### config.mk
export PLATFORM = sky130hd
export DESIGN_NAME = yuv422_to_rgb
export DESIGN_NICKNAME = d
export VERILOG_FILES = /design/src/rtl/yuv422_to_rgb.sv
export SDC_FILE = /design/constraint.sdc
export NUM_CORES = 1
export LEC_CHECK = 0
export BUFFER_PORTS_ARGS = -buffer_cell sky130_fd_sc_hd__buf_4
export CORE_MARGIN = 2
export CORE_UTILIZATION = 45
export DETAILED_ROUTE_END_ITERATION = 12
export GPL_TIMING_DRIVEN = 0
export HOLD_SLACK_MARGIN = 0.1
export MAX_ROUTING_LAYER = met4
export SYNTH_ARGS = -nofsm -noshare
export SYNTH_HDL_FRONTEND = slang
export SYNTH_SLANG_ARGS = --single-unit
### constraint.sdc
create_clock -name sys_clk -period 10.65 [get_ports sys_clk]
set_clock_uncertainty 0.15 [all_clocks]
set_input_delay 1.5975 -clock sys_clk [delete_from_list [all_inputs] [get_ports sys_clk]]
set_output_delay 1.5975 -clock sys_clk [all_outputs]
set_load 0.01 [all_outputs]
### src/rtl/yuv422_to_rgb.sv
// yuv422_to_rgb: 4:2:2 YCbCr (BT.601 limited range) to 8-bit RGB for the display path.
// Chroma is upsampled by pair replication, the colour matrix is applied in fixed point
// (x256), and hs/vs/de ride a matching delay line so everything leaves 5 cycles later.
module yuv422_to_rgb #(
  parameter bit C_FIRST_CB = 1'b1
) (
  input  logic       sys_clk,
  input  logic       rst_n,
  input  logic       i_hs,
  input  logic       i_vs,
  input  logic       i_de,
  input  logic [7:0] i_y,
  input  logic [7:0] i_c,
  output logic       o_hs,
  output logic       o_vs,
  output logic       o_de,
  output logic [7:0] o_r,
  output logic [7:0] o_g,
  output logic [7:0] o_b
);

  // Chroma phase: 0 means the next DE pixel is the even (first) member of a pair.
  logic ph_q, ph_d;

  // Sync delay lines; bit k holds the value for pipeline stage k+1.
  logic [4:0] hs_q, hs_d, vs_q, vs_d, de_q, de_d;

  // Stage 1: raw sample plus its position inside the chroma pair.
  logic [7:0] y1_q, y1_d, c1_q, c1_d;
  logic       even1_q, even1_d;

  // Stage 2: full 4:4:4 pixel.
  logic [7:0] y2_q, y2_d, cb2_q, cb2_d, cr2_q, cr2_d;
  logic [7:0] partner_c;

  // Stage 3: products. Stage 4: per-channel sums. 20-bit signed covers every input.
  logic signed [19:0] yd, cbd, crd;
  logic signed [19:0] py3_q, py3_d, pr3_q, pr3_d, pgb3_q, pgb3_d;
  logic signed [19:0] pgr3_q, pgr3_d, pb3_q, pb3_d;
  logic signed [19:0] r4_q, r4_d, g4_q, g4_d, b4_q, b4_d;

  // Stage 5: rounded, clamped, blanked output.
  logic [7:0] r5_q, r5_d, g5_q, g5_d, b5_q, b5_d;

  function automatic logic [7:0] clamp8(input logic signed [19:0] v);
    logic signed [19:0] t;
    t = (v + 20'sd128) >>> 8;
    if (t < 0)
      clamp8 = 8'd0;
    else if (t > 20'sd255)
      clamp8 = 8'd255;
    else
      clamp8 = t[7:0];
  endfunction

  // Next-state logic for the phase, the delay lines and all five datapath stages.
  always_comb begin
    ph_d = i_de ? ~ph_q : 1'b0;

    hs_d = {hs_q[3:0], i_hs};
    vs_d = {vs_q[3:0], i_vs};
    de_d = {de_q[3:0], i_de};

    y1_d    = i_y;
    c1_d    = i_c;
    even1_d = ~ph_q;

    // The sample now on the input is the partner of an even pixel in stage 1,
    // because DE is contiguous within a line. No partner (line end) means neutral.
    partner_c = i_de ? i_c : 8'd128;
    y2_d  = y1_q;
    cb2_d = cb2_q;
    cr2_d = cr2_q;
    if (de_q[0] && even1_q) begin
      if (C_FIRST_CB) begin
        cb2_d = c1_q;
        cr2_d = partner_c;
      end else begin
        cr2_d = c1_q;
        cb2_d = partner_c;
      end
    end
    // Odd pixels keep the pair loaded one cycle earlier by their even partner.

    yd  = $signed({12'd0, y2_q})  - 20'sd16;
    cbd = $signed({12'd0, cb2_q}) - 20'sd128;
    crd = $signed({12'd0, cr2_q}) - 20'sd128;
    py3_d  = yd  * 20'sd298;
    pr3_d  = crd * 20'sd409;
    pgb3_d = cbd * 20'sd100;
    pgr3_d = crd * 20'sd208;
    pb3_d  = cbd * 20'sd516;

    r4_d = py3_q + pr3_q;
    g4_d = py3_q - pgb3_q - pgr3_q;
    b4_d = py3_q + pb3_q;

    r5_d = de_q[3] ? clamp8(r4_q) : 8'd0;
    g5_d = de_q[3] ? clamp8(g4_q) : 8'd0;
    b5_d = de_q[3] ? clamp8(b4_q) : 8'd0;
  end

  // Pipeline registers; reset flushes in-flight pixels and restarts the phase.
  always_ff @(posedge sys_clk or negedge rst_n) begin
    if (!rst_n) begin
      ph_q    <= 1'b0;
      hs_q    <= '0;
      vs_q    <= '0;
      de_q    <= '0;
      y1_q    <= '0;
      c1_q    <= '0;
      even1_q <= 1'b0;
      y2_q    <= '0;
      cb2_q   <= '0;
      cr2_q   <= '0;
      py3_q   <= '0;
      pr3_q   <= '0;
      pgb3_q  <= '0;
      pgr3_q  <= '0;
      pb3_q   <= '0;
      r4_q    <= '0;
      g4_q    <= '0;
      b4_q    <= '0;
      r5_q    <= '0;
      g5_q    <= '0;
      b5_q    <= '0;
    end else begin
      ph_q    <= ph_d;
      hs_q    <= hs_d;
      vs_q    <= vs_d;
      de_q    <= de_d;
      y1_q    <= y1_d;
      c1_q    <= c1_d;
      even1_q <= even1_d;
      y2_q    <= y2_d;
      cb2_q   <= cb2_d;
      cr2_q   <= cr2_d;
      py3_q   <= py3_d;
      pr3_q   <= pr3_d;
      pgb3_q  <= pgb3_d;
      pgr3_q  <= pgr3_d;
      pb3_q   <= pb3_d;
      r4_q    <= r4_d;
      g4_q    <= g4_d;
      b4_q    <= b4_d;
      r5_q    <= r5_d;
      g5_q    <= g5_d;
      b5_q    <= b5_d;
    end
  end

  assign o_hs = hs_q[4];
  assign o_vs = vs_q[4];
  assign o_de = de_q[4];
  assign o_r  = r5_q;
  assign o_g  = g5_q;
  assign o_b  = b5_q;

endmodule

# Word-level counts from Yosys, hierarchy flattened
# Index checks and enable logic that the tools add are counted.
totals:
  inputBits: 21
  output_inout_bits: 27
  word_cells: 55
  reg_bits: 231
classes:
  mux: 11
  n_bitwise: 1
  add_sub_neg: 10
  reduce_logical: 1
  magnitude_cmp: 6
  n_mul: 5
ops:
  columns: ["cell", "count"]
  rows:
  - ["8-bit two-way mux", 10]
  - ["20-bit by 9-bit adder with 20-bit output, second input constant", 3]
  - ["20-bit subtractor", 2]
  - ["12-bit by 9-bit > comparator with 1-bit output, second input constant", 3]
  - ["12-bit by 1-bit < comparator with 1-bit output, second input constant", 3]
  - ["9-bit by 9-bit multiplier with 18-bit output, second input constant", 2]
  - ["20-bit by 19-bit adder with 20-bit output", 1]
  - ["20-bit adder", 1]
  - ["9-bit by 10-bit multiplier with 19-bit output, second input constant", 1]
  - ["8-bit by 8-bit subtractor with 9-bit output, second input constant", 2]
  - ["9-bit by 6-bit multiplier with 15-bit output, second input constant", 1]
  - ["9-bit by 5-bit multiplier with 14-bit output, second input constant", 1]
  - ["8-bit by 5-bit subtractor with 9-bit output, second input constant", 1]
  - ["1-bit logical AND", 1]
  - ["1-bit two-way mux", 1]
  - ["1-bit NOT", 1]

# Longest topological paths before layout
# Gate-level depths: netlist of run 1.
depth:
  ltp_word: 5
  depth_mapped: 19

# Least setup slack after synthesis of run 1
# Ideal clock, no wire load.
synth_path:
  kind: "register to register"
  from: "reg cr2_q[7]"
  to: "reg, netlist name pr3_q[18]"
  stages_incl_launch_ff: 16
  slack_ps: 6248
  arrival_time_ps: 4115
  setup_ps: 137
  period_less_slack_ps: 4402
  cell_sequence: "dfrtp_1 -> inv_1 -> ha_1 -> inv_1 -> fa_1 -> inv_1 -> fa_1 -> ha_1 -> fa_1 -> a21o_1 -> a21oi_2 -> o21a_1 -> nor3_1 -> a2111oi_4 -> a21oi_1 -> xnor2_1"
synth_via:
  elab_chain_cells: 2
synth_lines:
  columns: ["item", "line", "rtl"]
  rows:
  - ["start: declaration", "33", "logic [7:0] y2_q, y2_d, cb2_q, cb2_d, cr2_q, cr2_d;"]
  - ["start signal: assignment", "137", "cr2_q <= cr2_d;"]
  - ["8-bit by 8-bit subtractor with 9-bit output", "87", "crd = $signed({12'd0, cr2_q}) - 20'sd128;"]
  - ["9-bit by 10-bit multiplier with 19-bit output", "89", "pr3_d = crd * 20'sd409;"]
  - ["net pr3_d[18]", "38", "logic signed [19:0] py3_q, py3_d, pr3_q, pr3_d, pgb3_q, pgb3_d;"]
# The timed path passes the listed nets, and every way through them passes these cells.
# A chain may end at the register's enable or synchronous reset.

# Worst setup path after layout of run 1
layout_path:
  from: "reg cr2_q[7]"
  to: "reg, netlist name pr3_q[18]"
layout_via:
  elab_chain_cells: 2
layout_lines:
  columns: ["item", "line"]
  rows:
  - ["8-bit by 8-bit subtractor with 9-bit output", "87"]
  - ["9-bit by 10-bit multiplier with 19-bit output", "89"]
  - ["net pr3_d[18]", "38"]
# The timed path passes the listed nets, and every way through them passes these cells.

==> results.cfg, run 1 <==
[final_layout]
final_common_cell = ha_1
drive_gt1_frac = 0.0896
stdcell_area_um2 = 14300
finalNetCount = 1536
mostFrequentLayoutCells = ha_1, dfrtp_1, inv_1, a21oi_1, xnor2_1
syn_to_final_growth_pct = 11.3

[detailed_routing]
antenna_left = 0
firstDrtPassIters = 4
met2_length_mm = 11.5
top_layer = met4
wl_per_cell_um = 14.4
m1WireLength_mm = 11.3
vias = 8024
dr.first_iter.drc_count = 279
wl_met3_um = 476
wirelength_mm = 23.6
viasPerCell = 4.89
drc = 0

[timing]
fmax_mhz = 195
post-route-period-util = 0.482
finalSetupTns_ps = 0
min_period_ps = 5130
slew_headroom = 0.590
hold_violations = 0
rsz0062_at_grt = no
setup_viol = 0
fin_ws_ps = 5520
slew_viol_final = 0
worst_slew_pin_slew_ps = 615

[logic_synthesis]
synth-seq-area-share = 0.387
synth_ff_type = dfrtp_1
synth_nets = 1469
syn_area_um2 = 12900
yosys_warnings = 0
synth_top_area_cell = dfrtp_1
synth.area.top_cells = dfrtp_1, ha_1, fa_1, inv_1, xnor2_1
synth_edf_count = 0
synth_seq_cells = 199
ys_types = 69
netlist.area_leader.share = 0.387
avgSynthCellArea_um2 = 10.9
synthCells = 1181
synthArstFlopShare = 1.00

[job]
drv_cap = 0

[pwr]
p_sw_frac = 0.425
seq_power_share = 0.286
p_comb_frac = 0.563
p_leak_uw = 0.00731
irDropWorstVdd_mv = 0.206
p_int_uw = 2430
p_per_area_nw_per_um2 = 295
p_switching_uw = 1800
clkPwrFrac = 0.151

[global_routing]
grt_pass1_wl_mm = 41.0
grt_antenna_before_repair = 2
grt_usage = 0.176
grt_pass1_vias = 8388
gr-total-overflow = 0
grt_max_degree = 116

[outcome]
outcome = finished, final reports clean

[setup_path]
cp.arrival_ps = 5270
start_kind = register
cp-end-kind = register
worstReg2RegEnd = pr3_q[18]$_DFF_PN0_
crit_fanout = 9
worstRegToRegCells = 15
criticalPathCategory = reg -> reg
r2r_setup_slack_ps = 5520
rr_startpoint = cr2_q[7]$_DFFE_PN0P_
cp.required_ps = 10790

[die]
die_w_um = 173
io_pins = 48
core_um2 = 28000
die_area_um2 = 30000
start_util = 0.460
rows = 61
die_h_um = 173

[hold_path]
hold_path_end = hs_q[4]$_DFF_PN0_
hold_depth = 0
hold_class = reg -> reg
hp-start = hs_q[3]$_DFF_PN0_

[placement]
dpl.hpwl_mm = 19.1
port_buffers = 47
routabilityCongestion = 0.840
placed_cell_area_um2 = 13700
place_ws_ps = 5500

[cts]
clk_latency_ps = 450
root_buffer = clkbuf_16
htreeDepth = 4
cts_sinks = 199
cts_tree = built
cts_setup_buffers = 0
cts-hold-fix-buffers = 0
clockBufferDepth = 2
cts_resized = 0
path_clk_slew_ps = 80
cts_buffers = 17
==> state kept, by name, indices dropped and copies added (netlist names), 8 cells and up <==
name,cells
b4_q,13
c1_q,8
cb2_q,8
cr2_q,8
g4_q,13
o_b,8
o_g,8
o_r,8
pb3_q,18
pgb3_q,12
pgr3_q,12
pr3_q,19
py3_q,18
r4_q,13
y1_q,8
y2_q,8
==> power groups by stage <==
stage	clock, µW	sequential, µW	combinational, µW
after floorplan	0	1180	1840
after global placement	0	1230	2340
after detailed placement	0	1230	2370
after CTS	660	1220	2390
after global routing	696	1240	2720
final	641	1210	2380
==> worst max path at each step <==
stage / end / from / slack (ps)
2_1_floorplan: pr3_q[18]$_DFF_PN0_ / cr2_q[7]$_DFFE_PN0P_ / 6250
3_3_place_gp: pr3_q[18]$_DFF_PN0_ / cr2_q[7]$_DFFE_PN0P_ / 5540
3_5_place_dp: pr3_q[18]$_DFF_PN0_ / cr2_q[7]$_DFFE_PN0P_ / 5500
4_1_cts: pr3_q[18]$_DFF_PN0_ / cr2_q[7]$_DFFE_PN0P_ / 5450
5_1_grt: pr3_q[18]$_DFF_PN0_ / cr2_q[7]$_DFFE_PN0P_ / 5180
6_report: pr3_q[18]$_DFF_PN0_ / cr2_q[7]$_DFFE_PN0P_ / 5520
==> worst max-delay path, cell delays in order (launching register included) <==
cell	delay, ps
dfrtp_1	700
inv_1	350
ha_1	410
ha_1	170
inv_1	60
fa_1	490
inv_1	50
fa_1	430
ha_1	300
ha_1	340
or2_2	320
a21oi_1	210
nor3_1	110
a2111oi_4	370
a21oi_1	140
xnor2_1	370
==> routing by layer <==
metal	GRT usage	vias up
li1	-	4106
met1	0.230	3829
met2	0.291	70
met3	0.0220	19
met4	0.0424	0
met5	-	-
==> per-stage QoR <==
stage	cells	hold slack (ps)	power [µW]	util
after global routing	1639	208	4660	0.511
after detailed placement	1607	185	3600	0.490
final	1641	199	4230	0.512
after CTS	1639	202	4270	0.511
after global placement	1606	182	3560	0.489
after floorplan	1181	181	3010	-
==> Yosys cell counts, drive strengths merged, types with 12 or more instances <==
master / instances
ha: 213
dfrtp: 199
inv: 186
a21oi: 80
xnor2: 65
fa: 54
nand2: 50
nor2: 45
xor2: 37
nand3: 27
o21ai: 27
a21o: 24
nor3: 21
and3: 14
nand4: 12
==> area by class of cell <==
type / count / area, µm²
sequential: 199 / 4980
timing repair buffer: 48 / 388
fill: 2513 / 13700
clock inverter: 14 / 160
clock buffer: 18 / 429
multi-input combinational: 787 / 7160
antenna: 2 / 5.00
tap: 378 / 473
inverter: 187 / 703
buffer: 8 / 30.0
==> kinds of logic (layout without fill, tap and decap cells) <==
kind of cell / after synthesis / in the layout / share of synthesized area
flops: 199 / 199 / 0.387
mux: 11 / 11 / 0.00943
compound gates: 197 / 197 / 0.106
simple gates: 210 / 210 / 0.0808
buf+inv: 195 / 275 / 0.0569
other cells: 0 / 2 / 0
xor+xnor: 102 / 102 / 0.0694
fa+ha+maj: 267 / 267 / 0.291
(Power assumes the default switching activity.)
==> inputs of run 2 (changes only) <==
==> constraint.sdc (replaced) <==
create_clock -name sys_clk -period 5.03 [get_ports sys_clk]
set_clock_uncertainty 0.15 [all_clocks]
set_input_delay 0.7545 -clock sys_clk [delete_from_list [all_inputs] [get_ports sys_clk]]
set_output_delay 0.7545 -clock sys_clk [all_outputs]
set_load 0.01 [all_outputs]
==> results.cfg, run 2 (synthesis gave the netlist of run 1 again) <==
[detailed_routing]
wirelength_mm = 23.5
drc = 0
firstDrtPassIters = 4
wl_per_cell_um = 14.4
vias = 8026
dr.first_iter.drc_count = 307
viasPerCell = 4.90
antenna_left = 0

[final_layout]
drive_gt1_frac = 0.0913
top_regs = pr3_q (19), pb3_q (18), py3_q (18)
top_register = pr3_q
stdcell_area_um2 = 14300
final_cells = 1639
multi_input_area_um2 = 7170
largest_reg_flops = 19
fillers = 2512
finalNetCount = 1535
syn_to_final_growth_pct = 11.3
final_common_cell = ha_1
mostFrequentLayoutCells = ha_1, dfrtp_1, inv_1, a21oi_1, xnor2_1
regArea_um2 = 4980

[outcome]
outcome = finished, final reports clean

[cts]
clockBufferDepth = 2
cts_sinks = 199
htreeDepth = 4
cts_setup_buffers = 0
cts_tree = built
cts_buffers = 17
clk_latency_ps = 450
root_buffer = clkbuf_16
path_clk_slew_ps = 80

[setup_path]
crit_start = cr2_q[3]$_DFFE_PN0P_
start_kind = register
cp.arrival_ps = 4950
worstReg2RegEnd = pr3_q[18]$_DFF_PN0_
crit_family = adder cells
crit_slowest_cell = dfrtp_1
critical_path_depth = 15
crit_fanout = 7
cp_cell_sequence = ha_1 > ha_1 > inv_1 > fa_1 > inv_1 > fa_1 > ha_1 > fa_1 > a21o_1 > a21oi_2 > o21a_1 > nor3_1 > a2111oi_4 > a21oi_1 > xnor2_2
worstRegToRegCells = 15
cp-end-kind = register
cp.required_ps = 5210
path_buf_inv = 2
criticalPathCategory = reg -> reg
r2r_setup_slack_ps = 260
cp_slowest_stage_delay_ps = 510
crit_end = pr3_q[18]$_DFF_PN0_
rr_startpoint = cr2_q[3]$_DFFE_PN0P_

[hold_path]
hold_class = in -> async

[timing]
fmax_mhz = 210
worst_slew_pin_slew_ps = 612
setup_viol = 0
min_period_ps = 4770
hold_violations = 0
post-route-period-util = 0.949
finalSetupTns_ps = 0
slew_viol_final = 0
slew_headroom = 0.592
rsz0062_at_grt = yes

[pwr]
p_sw_frac = 0.425
clkPwrFrac = 0.151
p_switching_uw = 3810
p_int_uw = 5150
seq_power_share = 0.286
p_total_uw = 8960
irDropWorstVdd_mv = 0.436
p_leak_uw = 0.00732
p_comb_frac = 0.563
p_per_area_nw_per_um2 = 625

[die]
core_um2 = 28000
rows = 61
die_h_um = 173
start_util = 0.460
die_area_um2 = 30000
io_pins = 48
die_w_um = 173

[global_routing]
grt_antenna_before_repair = 2
grt_pass1_wl_mm = 41.0
grt_pass1_vias = 8387
gr-total-overflow = 0
grt_usage = 0.176
grt_max_degree = 116

[placement]
routabilityCongestion = 0.840
placed_cell_area_um2 = 13700
dpl.hpwl_mm = 19.1
port_buffers = 47
placed_cells = 1607

[job]
drv_cap = 0
==> run 2: stage by stage <==
| stage | hold WS (ps) | setup slack, ps | utilization |
|---|---|---|---|
| finish | 158 | 257 | 0.512 |
| global route | 195 | -30.6 | 0.512 |
| CTS | 179 | 94.8 | 0.512 |
| detailed placement | 185 | -124 | 0.490 |
| global placement | 182 | -78.1 | 0.489 |
| floorplan | 181 | 628 | - |
==> run 2: worst min-delay path by stage <==
stage | startpoint | to | slack, ps | cells after the start
final | rst_n | o_r[6]$_DFF_PN0_ | 160 | 1
after global routing | rst_n | o_r[6]$_DFF_PN0_ | 200 | 1
after CTS | rst_n | o_r[6]$_DFF_PN0_ | 180 | 1
after detailed placement | vs_q[0]$_DFF_PN0_ | vs_q[1]$_DFF_PN0_ | 180 | 0
after global placement | vs_q[0]$_DFF_PN0_ | vs_q[1]$_DFF_PN0_ | 180 | 0
after floorplan | de_q[1]$_DFF_PN0_ | de_q[2]$_DFF_PN0_ | 180 | 0
==> run 2: power groups by stage <==
stage | Clock [µW] | Sequential [µW] | Combinational [µW]
finish | 1360 | 2560 | 5040
global route | 1470 | 2630 | 5750
CTS | 1400 | 2580 | 5060
detailed placement | 0 | 2610 | 5010
global placement | 0 | 2600 | 4950
floorplan | 0 | 2490 | 3890
==> run 2: layer usage <==
layer / share of wire / vias up / wire (µm) / global-route usage
met5: 0 / - / 0 / -
met4: 0.013 / 0 / 297 / 0.0424
met3: 0.020 / 19 / 461 / 0.0220
met2: 0.49 / 68 / 11500 / 0.291
met1: 0.48 / 3836 / 11300 / 0.230
li1: - / 4103 / - / -
==> run 2: area by class of cell <==
cell class / count / share of cell area
clock inverter: 14 / 0.0112
buffer: 7 / 0.00183
tap: 378 / 0.0330
clock buffer: 18 / 0.0299
antenna: 1 / 0.000175
timing repair buffer: 48 / 0.0271
sequential: 199 / 0.348
multi-input combinational: 787 / 0.500
inverter: 187 / 0.0491
==> run 2: worst reg2reg max path, stage by stage, from the launching register on <==
cell and delay [ps]:
dfrtp_1 510, ha_1 410, ha_1 300, inv_1 50, fa_1 500, inv_1 50, fa_1 450, ha_1 360
fa_1 460, a21o_1 190, a21oi_2 200, o21a_1 170, nor3_1 80, a2111oi_4 370, a21oi_1 170, xnor2_2 250
==> run 2: timing repair <==
item | in CTS | in global routing
endpoints found under the setup margin | 1 | 3
hold buffers | 0 | 0
resized for setup | 1 | 1
==> inputs of run 3 (changes only) <==
--- a/config.mk
+++ b/config.mk
@@ -5,7 +5,7 @@
 export SDC_FILE = /design/constraint.sdc
 export NUM_CORES = 1
 export LEC_CHECK = 0
-export BUFFER_PORTS_ARGS = -buffer_cell sky130_fd_sc_hd__buf_4
+export BUFFER_PORTS_ARGS = -buffer_cell sky130_fd_sc_hd__buf_2
 export CORE_MARGIN = 2
 export CORE_UTILIZATION = 45
 export DETAILED_ROUTE_END_ITERATION = 12
==> results.cfg, run 3 (synthesis gave the netlist of run 1 again) <==
[detailed_routing]
drc = 0
dr.first_iter.drc_count = 338
wirelength_mm = 23.4
vias = 8018
viasPerCell = 4.89
wl_per_cell_um = 14.3
antenna_left = 0
firstDrtPassIters = 4

[setup_path]
criticalPathCategory = reg -> reg
crit_fanout = 7
start_kind = register
cp-end-kind = register
cp.arrival_ps = 4900
cp_slowest_stage_delay_ps = 490
crit_slowest_cell = dfrtp_2
cp_cell_sequence = ha_1 > ha_1 > inv_1 > fa_1 > inv_1 > fa_1 > ha_1 > fa_1 > a21o_1 > a21oi_2 > o21a_1 > nor3_1 > a2111oi_4 > a21oi_1 > xnor2_2
cp.required_ps = 5210

[pwr]
p_total_uw = 8930
p_per_area_nw_per_um2 = 628
irDropWorstVdd_mv = 0.366
p_leak_uw = 0.00730

[die]
core_um2 = 28000
io_pins = 48
die_area_um2 = 30000
rows = 61
die_w_um = 173
die_h_um = 173
start_util = 0.460

[hold_path]
hold_class = in -> async

[cts]
htreeDepth = 4
path_clk_slew_ps = 80
cts_setup_buffers = 0
cts_tree = built
clockBufferDepth = 2
cts_buffers = 17
cts_sinks = 199
clk_latency_ps = 440
cts-hold-fix-buffers = 0
root_buffer = clkbuf_16

[timing]
worst_slew_pin_slew_ps = 677
rsz0062_at_grt = no
hold_violations = 0
post-route-period-util = 0.938
min_period_ps = 4720
setup_viol = 0
slew_headroom = 0.549
fmax_mhz = 212
slew_viol_final = 0

[global_routing]
grt_max_degree = 108
grt_usage = 0.173
gr-total-overflow = 0
grt_pass1_vias = 8149
grt_pass1_wl_mm = 40.1
grt_antenna_before_repair = 1

[placement]
dpl.hpwl_mm = 18.8
port_buffers = 47
placed_cells = 1607
routabilityCongestion = 0.833

[outcome]
outcome = finished, final reports clean

[final_layout]
top_register = pr3_q
largest_reg_flops = 19
final_common_cell = ha_1
final_cells = 1638
drive_gt1_frac = 0.0937
syn_to_final_growth_pct = 10.5
antenna_cells = 0
fillers = 2516
top_regs = pr3_q (19), pb3_q (18), py3_q (18)
mostFrequentLayoutCells = ha_1, dfrtp_1, inv_1, a21oi_1, xnor2_1
finalNetCount = 1535

[job]
drv_cap = 0
run 3: cell types whose count changed in the layout (fill, tap and decap cells not counted), moves of 2 or more:
cell / previous run / this run
buf_2: 0 / 46
buf_4: 46 / 0
clkinv_2: 1 / 3
clkinvlp_4: 3 / 1
run 3: cell type report:
type,instances,area (µm²),area share
Buffer,7,26.3,0.00185
Clock buffer,18,439,0.0309
Clock inverter,14,160,0.0113
Inverter,187,703,0.0494
Multi-Input combinational cell,787,7170,0.504
Sequential cell,199,4980,0.350
Tap cell,378,473,0.0332
Timing Repair Buffer,48,273,0.0192
run 3: stage by stage:
step,TNS [ps],hold WS (ps),area (µm²),worst slack [ps],utilization
2_1_floorplan,0,181,12900,628,-
3_3_place_gp,-28920,182,13600,-182,0.485
3_5_place_dp,-108,185,13600,-108,0.486
4_1_cts,0,195,14200,106,0.508
5_1_grt,0,209,14200,57.1,0.508
6_report,0,160,14200,313,0.508
run 3: worst paths after layout:
| kind | from | end | slack, ps | depth (start not counted) |
|---|---|---|---|---|
| setup / recovery | cr2_q[3]$_DFFE_PN0P_ | pr3_q[18]$_DFF_PN0_ | 310 | 15 |
| hold reg to reg | y1_q[7]$_DFF_PN0_ | y2_q[7]$_DFF_PN0_ | 200 | 0 |
| setup reg to reg | cr2_q[3]$_DFFE_PN0P_ | pr3_q[18]$_DFF_PN0_ | 310 | 15 |
| min in group sys_clk | y1_q[7]$_DFF_PN0_ | y2_q[7]$_DFF_PN0_ | 200 | 0 |
| hold / removal | rst_n | o_r[6]$_DFF_PN0_ | 160 | 1 |
| max in group asynchronous | rst_n | cr2_q[7]$_DFFE_PN0P_ | 3560 | 2 |
run 3: report_power, final:
group / internal (µW) / switching (µW)
logic: 2230 / 2760
clock network: 722 / 663
registers: 2170 / 389
total: 5120 / 3810
run 3: timing repair:
action                     CTS  global route
hold endpoints to repair     0             0
setup endpoints to repair    1             4
gates resized for setup      1             4
run 3: routing by layer:
| layer | up-vias | wire, µm | GRT usage |
|---|---|---|---|
| met5 | - | 0 | - |
| met4 | 0 | 286 | 0.0445 |
| met3 | 18 | 453 | 0.0242 |
| met2 | 69 | 11200 | 0.283 |
| met1 | 3827 | 11400 | 0.226 |
| li1 | 4104 | - | - |
run 3: critical path, delay by kind of cell, from the launching register on:
kind            cells  cell delay, ps
buf+inv             2             100
xor+xnor            1             250
simple gates        1              80
fa+ha+maj           6            2440
flops               1             490
compound gates      5            1090
